==> src/rtl/addsub_nibble_sched.sv <==
// Two-port round-robin scheduler around a single 4-bit add/subtract slice.
// Each accepted operation is iterated LSB nibble first with a registered carry chain.
`timescale 1ns/1ps

module addsub_nibble_sched #(
    parameter int NIBBLES = 4
) (
    input  logic                 clk,
    input  logic                 rst,

    input  logic                 req0_valid,
    output logic                 req0_ready,
    input  logic [4*NIBBLES-1:0] req0_a,
    input  logic [4*NIBBLES-1:0] req0_b,
    input  logic                 req0_sub,

    input  logic                 req1_valid,
    output logic                 req1_ready,
    input  logic [4*NIBBLES-1:0] req1_a,
    input  logic [4*NIBBLES-1:0] req1_b,
    input  logic                 req1_sub,

    output logic                 rsp_valid,
    input  logic                 rsp_ready,
    output logic [4*NIBBLES-1:0] rsp_data,
    output logic                 rsp_cout,
    output logic                 rsp_id,

    output logic                 busy,
    output logic [1:0]           dbg_state
);

    localparam int W  = 4 * NIBBLES;
    localparam int IW = (NIBBLES > 1) ? $clog2(NIBBLES) : 1;
    localparam logic [IW-1:0] IDX_LAST = IW'(NIBBLES - 1);

    typedef enum logic [1:0] {
        S_IDLE = 2'd0,
        S_CALC = 2'd1,
        S_RESP = 2'd2
    } state_t;

    state_t        state_q, state_d;
    logic [IW-1:0] idx_q, idx_d;
    logic          carry_q, carry_d;
    logic [W-1:0]  a_q, a_d;
    logic [W-1:0]  b_q, b_d;
    logic [W-1:0]  res_q, res_d;
    logic          sub_q, sub_d;
    logic          id_q, id_d;
    logic          last_grant_q, last_grant_d;
    logic [W-1:0]  rsp_data_q, rsp_data_d;
    logic          rsp_cout_q, rsp_cout_d;
    logic          rsp_id_q, rsp_id_d;

    logic          grant0;
    logic          grant1;
    logic [IW+1:0] nib_off;
    logic [3:0]    a_nib;
    logic [3:0]    b_nib;
    logic          slice_cin;
    logic [4:0]    slice_sum;
    logic [W-1:0]  res_merged;

    // Contested grants go to the requester that did not win last time.
    assign grant0 = req0_valid && (!req1_valid || last_grant_q);
    assign grant1 = req1_valid && (!req0_valid || !last_grant_q);

    // Shared slice: b is conditionally inverted, cin seeds the chain with the sub flag.
    assign nib_off    = {idx_q, 2'b00};
    assign a_nib      = 4'(a_q >> nib_off);
    assign b_nib      = 4'(b_q >> nib_off) ^ {4{sub_q}};
    assign slice_cin  = (idx_q == '0) ? sub_q : carry_q;
    assign slice_sum  = {1'b0, a_nib} + {1'b0, b_nib} + {4'b0000, slice_cin};
    assign res_merged = (res_q & ~(W'(4'hF) << nib_off)) | (W'(slice_sum[3:0]) << nib_off);

    always_ff @(posedge clk or posedge rst) begin
        if (rst) begin
            state_q      <= S_IDLE;
            idx_q        <= '0;
            carry_q      <= 1'b0;
            a_q          <= '0;
            b_q          <= '0;
            res_q        <= '0;
            sub_q        <= 1'b0;
            id_q         <= 1'b0;
            last_grant_q <= 1'b1;
            rsp_data_q   <= '0;
            rsp_cout_q   <= 1'b0;
            rsp_id_q     <= 1'b0;
        end else begin
            state_q      <= state_d;
            idx_q        <= idx_d;
            carry_q      <= carry_d;
            a_q          <= a_d;
            b_q          <= b_d;
            res_q        <= res_d;
            sub_q        <= sub_d;
            id_q         <= id_d;
            last_grant_q <= last_grant_d;
            rsp_data_q   <= rsp_data_d;
            rsp_cout_q   <= rsp_cout_d;
            rsp_id_q     <= rsp_id_d;
        end
    end

    // Valid/ready: a transfer happens on a rising edge where both are high; a requester
    // may drop valid while ready is low, and ready never depends on a registered handshake.
    always_comb begin
        state_d      = state_q;
        idx_d        = idx_q;
        carry_d      = carry_q;
        a_d          = a_q;
        b_d          = b_q;
        res_d        = res_q;
        sub_d        = sub_q;
        id_d         = id_q;
        last_grant_d = last_grant_q;
        rsp_data_d   = rsp_data_q;
        rsp_cout_d   = rsp_cout_q;
        rsp_id_d     = rsp_id_q;
        req0_ready   = 1'b0;
        req1_ready   = 1'b0;

        case (state_q)
            S_IDLE: begin
                req0_ready = grant0;
                req1_ready = grant1;
                if (grant0 || grant1) begin
                    a_d          = grant1 ? req1_a : req0_a;
                    b_d          = grant1 ? req1_b : req0_b;
                    sub_d        = grant1 ? req1_sub : req0_sub;
                    id_d         = grant1;
                    last_grant_d = grant1;
                    idx_d        = '0;
                    carry_d      = 1'b0;
                    res_d        = '0;
                    state_d      = S_CALC;
                end
            end

            S_CALC: begin
                res_d   = res_merged;
                carry_d = slice_sum[4];
                if (idx_q == IDX_LAST) begin
                    rsp_data_d = res_merged;
                    rsp_cout_d = slice_sum[4];
                    rsp_id_d   = id_q;
                    idx_d      = '0;
                    state_d    = S_RESP;
                end else begin
                    idx_d = idx_q + 1'b1;
                end
            end

            S_RESP: begin
                if (rsp_ready) begin
                    state_d = S_IDLE;
                end
            end

            default: begin
                state_d = S_IDLE;
            end
        endcase
    end

    assign rsp_valid = (state_q == S_RESP);
    assign busy      = (state_q != S_IDLE);
    assign rsp_data  = rsp_data_q;
    assign rsp_cout  = rsp_cout_q;
    assign rsp_id    = rsp_id_q;
    assign dbg_state = state_q;

endmodule

==> config.mk <==
export PLATFORM = sky130hd
export DESIGN_NAME = addsub_nibble_sched
export DESIGN_NICKNAME = d
export VERILOG_FILES = /design/src/rtl/addsub_nibble_sched.sv
export SDC_FILE = /design/constraint.sdc
export NUM_CORES = 1
export LEC_CHECK = 0
export ABC_AREA = 1
export BUFFER_PORTS_ARGS = -buffer_cell sky130_fd_sc_hd__buf_2
export CORE_UTILIZATION = 45
export CTS_CLUSTER_DIAMETER = 150
export DETAILED_ROUTE_END_ITERATION = 16
export PLACE_DENSITY = 0.81
export RECOVER_POWER = 100
export SYNTH_ARGS = -nofsm -noshare
export SYNTH_HDL_FRONTEND = slang
export SYNTH_SLANG_ARGS = --single-unit
==> constraint.sdc <==
create_clock -name clk -period 2.9 [get_ports clk]
set_clock_uncertainty 0.15 [all_clocks]
set_input_delay 0 -clock clk [delete_from_list [all_inputs] [get_ports clk]]
set_output_delay 0 -clock clk [all_outputs]
set_load 0.05 [all_outputs]
==> key figures <==
Pwr
  – Clock network power share: 0.149
  – Leak Pwr: 2.634 nW
  – Pint: 0.003179 W
  – Logic pwr share: 0.573
  – Reg power frac: 0.278
  – Total power: 0.006126 W
  – Worst VDD drop: 502.1 uV
  – Total power per unit cell area: 1196 nW/um2
  – Net Sw Frac: 0.4811
  – Switching pwr: 0.002947 W

Run status
  – Violated checks: max-capacitance violations, max-slew violations
  – Outcome: finished, violations left

Clock tree
  – CTS tree: yes
  – Clock sinks: 70
  – Clock Latency Late Sink: 0.35 ns
  – Clock transition at path regs: 0.07 ns
  – Clock buffer count from CTS: 9
  – CTS Buffer Depth: 2
  – # H-tree levels: 3
  – Root Buffer: clkbuf_8

Placed design
  – GPL Wtd Cong: 0.8878
  – Worst slack, placed: 0.2076 ns
  – PortBufs: 94
  – Post-DP Area: 4222 um2
  – DP HPWL: 5881 um
  – Post-Place Cells: 653

Setup path
  – CP Class: reg2reg
  – Worst setup path startpoint: idx_q[1]$_DFFE_PP0P_
  – Crit path DAT: 2.70 ns
  – Worst Path Required: 2.97 ns
  – CP endpoint kind: flip-flop
  – Worst setup SP type: flip-flop
  – Worst r2r src: idx_q[1]$_DFFE_PP0P_
  – CP Max Fanout: 11

Timing
  – Setup TNS: 0 ns
  – Tmin final: 2.634 ns
  – Slew Limit Fails: 71
  – Final Hold Fails: 0
  – Final WS setup: 0.2655 ns
  – Final worst-path cycle share: 0.9084
  – Max Clock Freq: 379.6 MHz
  – Worst slew pin tran: 1.669 ns
  – Relative slew slack: -0.1128
  – Final count of negative-setup-slack endpoints: 0
  – RSZ-0062 raised after global routing: no

Logic synthesis
  – Synth cell types: 30
  – Syn_nets: 556
  – Flops & latches, synth: 70
  – Synth Flop Type: dfrtp_1
  – Synth Cell Area: 3732 um2
  – Cells after Synth: 476
  – Fraction of registers with async set/reset: 1.000
  – Post-synth EDFFs: 0
  – Synth warn: 0
  – Seq/Total Area, Yosys: 0.4697
  – Syn avg cell area: 7.841 um2

Global routing
  – Grt met2 use: 0.4252
  – Vias in the first global route: 3576
  – Largest net degree at the start of global routing: 71
  – GRT Overall Usage: 0.2375
  – GRT Max-Usage Layer: met2
  – GR Overflow Total: 0
  – Met3 Resource Use GR: 0.05285
  – Grt met1 use: 0.2724
  – First-pass GRT wire length: 16100 um
  – Initial antenna violation count: 0

Hold path
  – Hold Path Origin: rsp_ready
  – Hold crit path type: in2reg

Route
  – DR vias: 3644
  – WL final: 9652 um
  – DRT iter0 DRCs: 152
  – ANT nets after route: 0
  – Via-to-Cell Ratio: 4.918
  – Drt first pass iters: 4
  – Drt drc: 0
  – DR WL/cell: 13.03 um

Floorplan
  – Die extent in x: 93.07 um
  – # IOs: 95
  – Core area: 7888 um2
  – Num rows: 32
  – Die area: 8662 um2
  – Initial core utilization: 0.4732
  – Die Height: 93.07 um

Cells and area
  – Share of cells above drive strength 1: 0.1659
  – Area growth, synth to finish: 37.28%
  – Antenna cells: 0
  – Design area: 5124 um2
  – Final nets: 714
  – Finished Layout Cells: 741

Run
  – Number of max-cap violations: 1
registers in the layout (all words and copies together), names as in the netlist:
name,cells
a_q,16
last_grant_q,1
idx_q,2
rsp_data,16
b_q,16
res_q,12
dbg_state,2
carry_q,1
id_q,1
rsp_cout,1
sub_q,1
rsp_id,1
timing repair:
| item | CTS | global route |
|---|---|---|
| endpoints found under the hold margin | 105 | 0 |
| buffers inserted | 0 | 2 |
| hold buffers | 70 | 0 |
| resized for setup | 0 | 5 |
| setup endpoints to repair | 0 | 4 |
power by group through the flow:
stage               Combinational [W]  Sequential, W  Clock [W]
finish                        0.00351        0.00170   0.000915
detailed placement            0.00337        0.00171          0
global route                  0.00394        0.00175   0.000964
global placement              0.00325        0.00169          0
CTS                           0.00353        0.00169   0.000925
floorplan                     0.00235        0.00200          0
metal layers:
| layer | wire length, um | up-vias |
|---|---|---|
| met4 | 200 | 0 |
| met5 | 0 | - |
| met2 | 4917 | 110 |
| li1 | - | 1838 |
| met3 | 487 | 24 |
| met1 | 4047 | 1672 |
area by class of cell:
class	count	area [um2]
clock buffer	13	168.9
clock inverter	3	65.06
fill	635	2764
inverter	72	276.5
multi-input combinational	308	1524
sequential	70	1753
tap	102	127.6
timing repair buffer	173	1209
kinds of logic after synthesis:
| logic type | synth area share |
|---|---|
| and+or+nand+nor | 0.1814 |
| xor gates and xnor gates | 0.009386 |
| adders and majority gates | 0.03419 |
| AOI/OAI and AO/OA | 0.1877 |
| DFF | 0.4697 |
| buffers and inverters | 0.1177 |
path summary, 6_finish.rpt:
path	depth (start not counted)	slack, ns	to
min in group asynchronous	4	0.60	rsp_id$_DFFE_PP0P_
setup reg to reg	9	0.27	rsp_data[5]$_DFFE_PP0P_
setup / recovery	9	0.27	rsp_data[5]$_DFFE_PP0P_
hold reg to reg	2	0.33	rsp_data[14]$_DFFE_PP0P_
hold / removal	3	0.23	dbg_state[1]$_DFFE_PP0P_
max in group asynchronous	4	0.99	a_q[13]$_DFFE_PP0P_
per-stage QoR:
step                  util  hold slack (ns)
floorplan                -         -0.05226
finish              0.6496           0.2317
CTS                 0.6537           0.2175
detailed placement  0.5352          0.04556
global placement    0.5352          0.04824
global route        0.6496           0.2712
synthesized netlist by cell type, types with 2 or more instances:
| cell | instances | area share |
|---|---|---|
| buf_6 | 6 | 0.018 |
| xor2_1 | 4 | 0.0094 |
| nand3_1 | 4 | 0.0054 |
| o21ai_0 | 86 | 0.12 |
| a21oi_1 | 3 | 0.0040 |
| dfrtp_1 | 69 | 0.46 |
| nand2_1 | 131 | 0.13 |
| nor2_1 | 19 | 0.019 |
| nand2_4 | 2 | 0.0060 |
| buf_4 | 5 | 0.010 |
| clkbuf_1 | 9 | 0.0091 |
| inv_2 | 6 | 0.0060 |
| nand4_1 | 4 | 0.0067 |
| nor2_4 | 3 | 0.0091 |
| buf_2 | 6 | 0.0080 |
| inv_1 | 65 | 0.065 |
| o21ai_1 | 15 | 0.020 |
| fa_1 | 2 | 0.011 |
| ha_1 | 7 | 0.023 |
| o22ai_1 | 20 | 0.034 |
layout by cell type (no fill, tap or decap), types with 2 or more instances in the layout:
master / netlist / layout
bufinv_16: 0 / 2
nand2_4: 2 / 2
o21ai_1: 15 / 2
inv_1: 65 / 65
nor2_1: 19 / 21
nand4_1: 4 / 4
inv_2: 6 / 4
ha_1: 7 / 6
nand3_1: 4 / 4
buf_4: 5 / 7
clkbuf_8: 0 / 12
a21oi_1: 3 / 3
fa_1: 2 / 2
o22ai_1: 20 / 20
buf_2: 6 / 69
dfrtp_1: 69 / 69
clkbuf_1: 9 / 26
nand2_1: 131 / 131
xor2_1: 4 / 4
o21ai_0: 86 / 100
dlygate4sd3_1: 0 / 70
critical path: stages, from the launching register on:
cell and delay, ns:
dfrtp_1 0.40, clkinvlp_4 0.20, ha_2 0.27, nand2_1 0.08
o21ai_0 0.10, fa_1 0.37, inv_1 0.10, fa_1 0.46
a32oi_1 0.25, o21ai_0 0.12
Power figures use the tool's default switching activity.
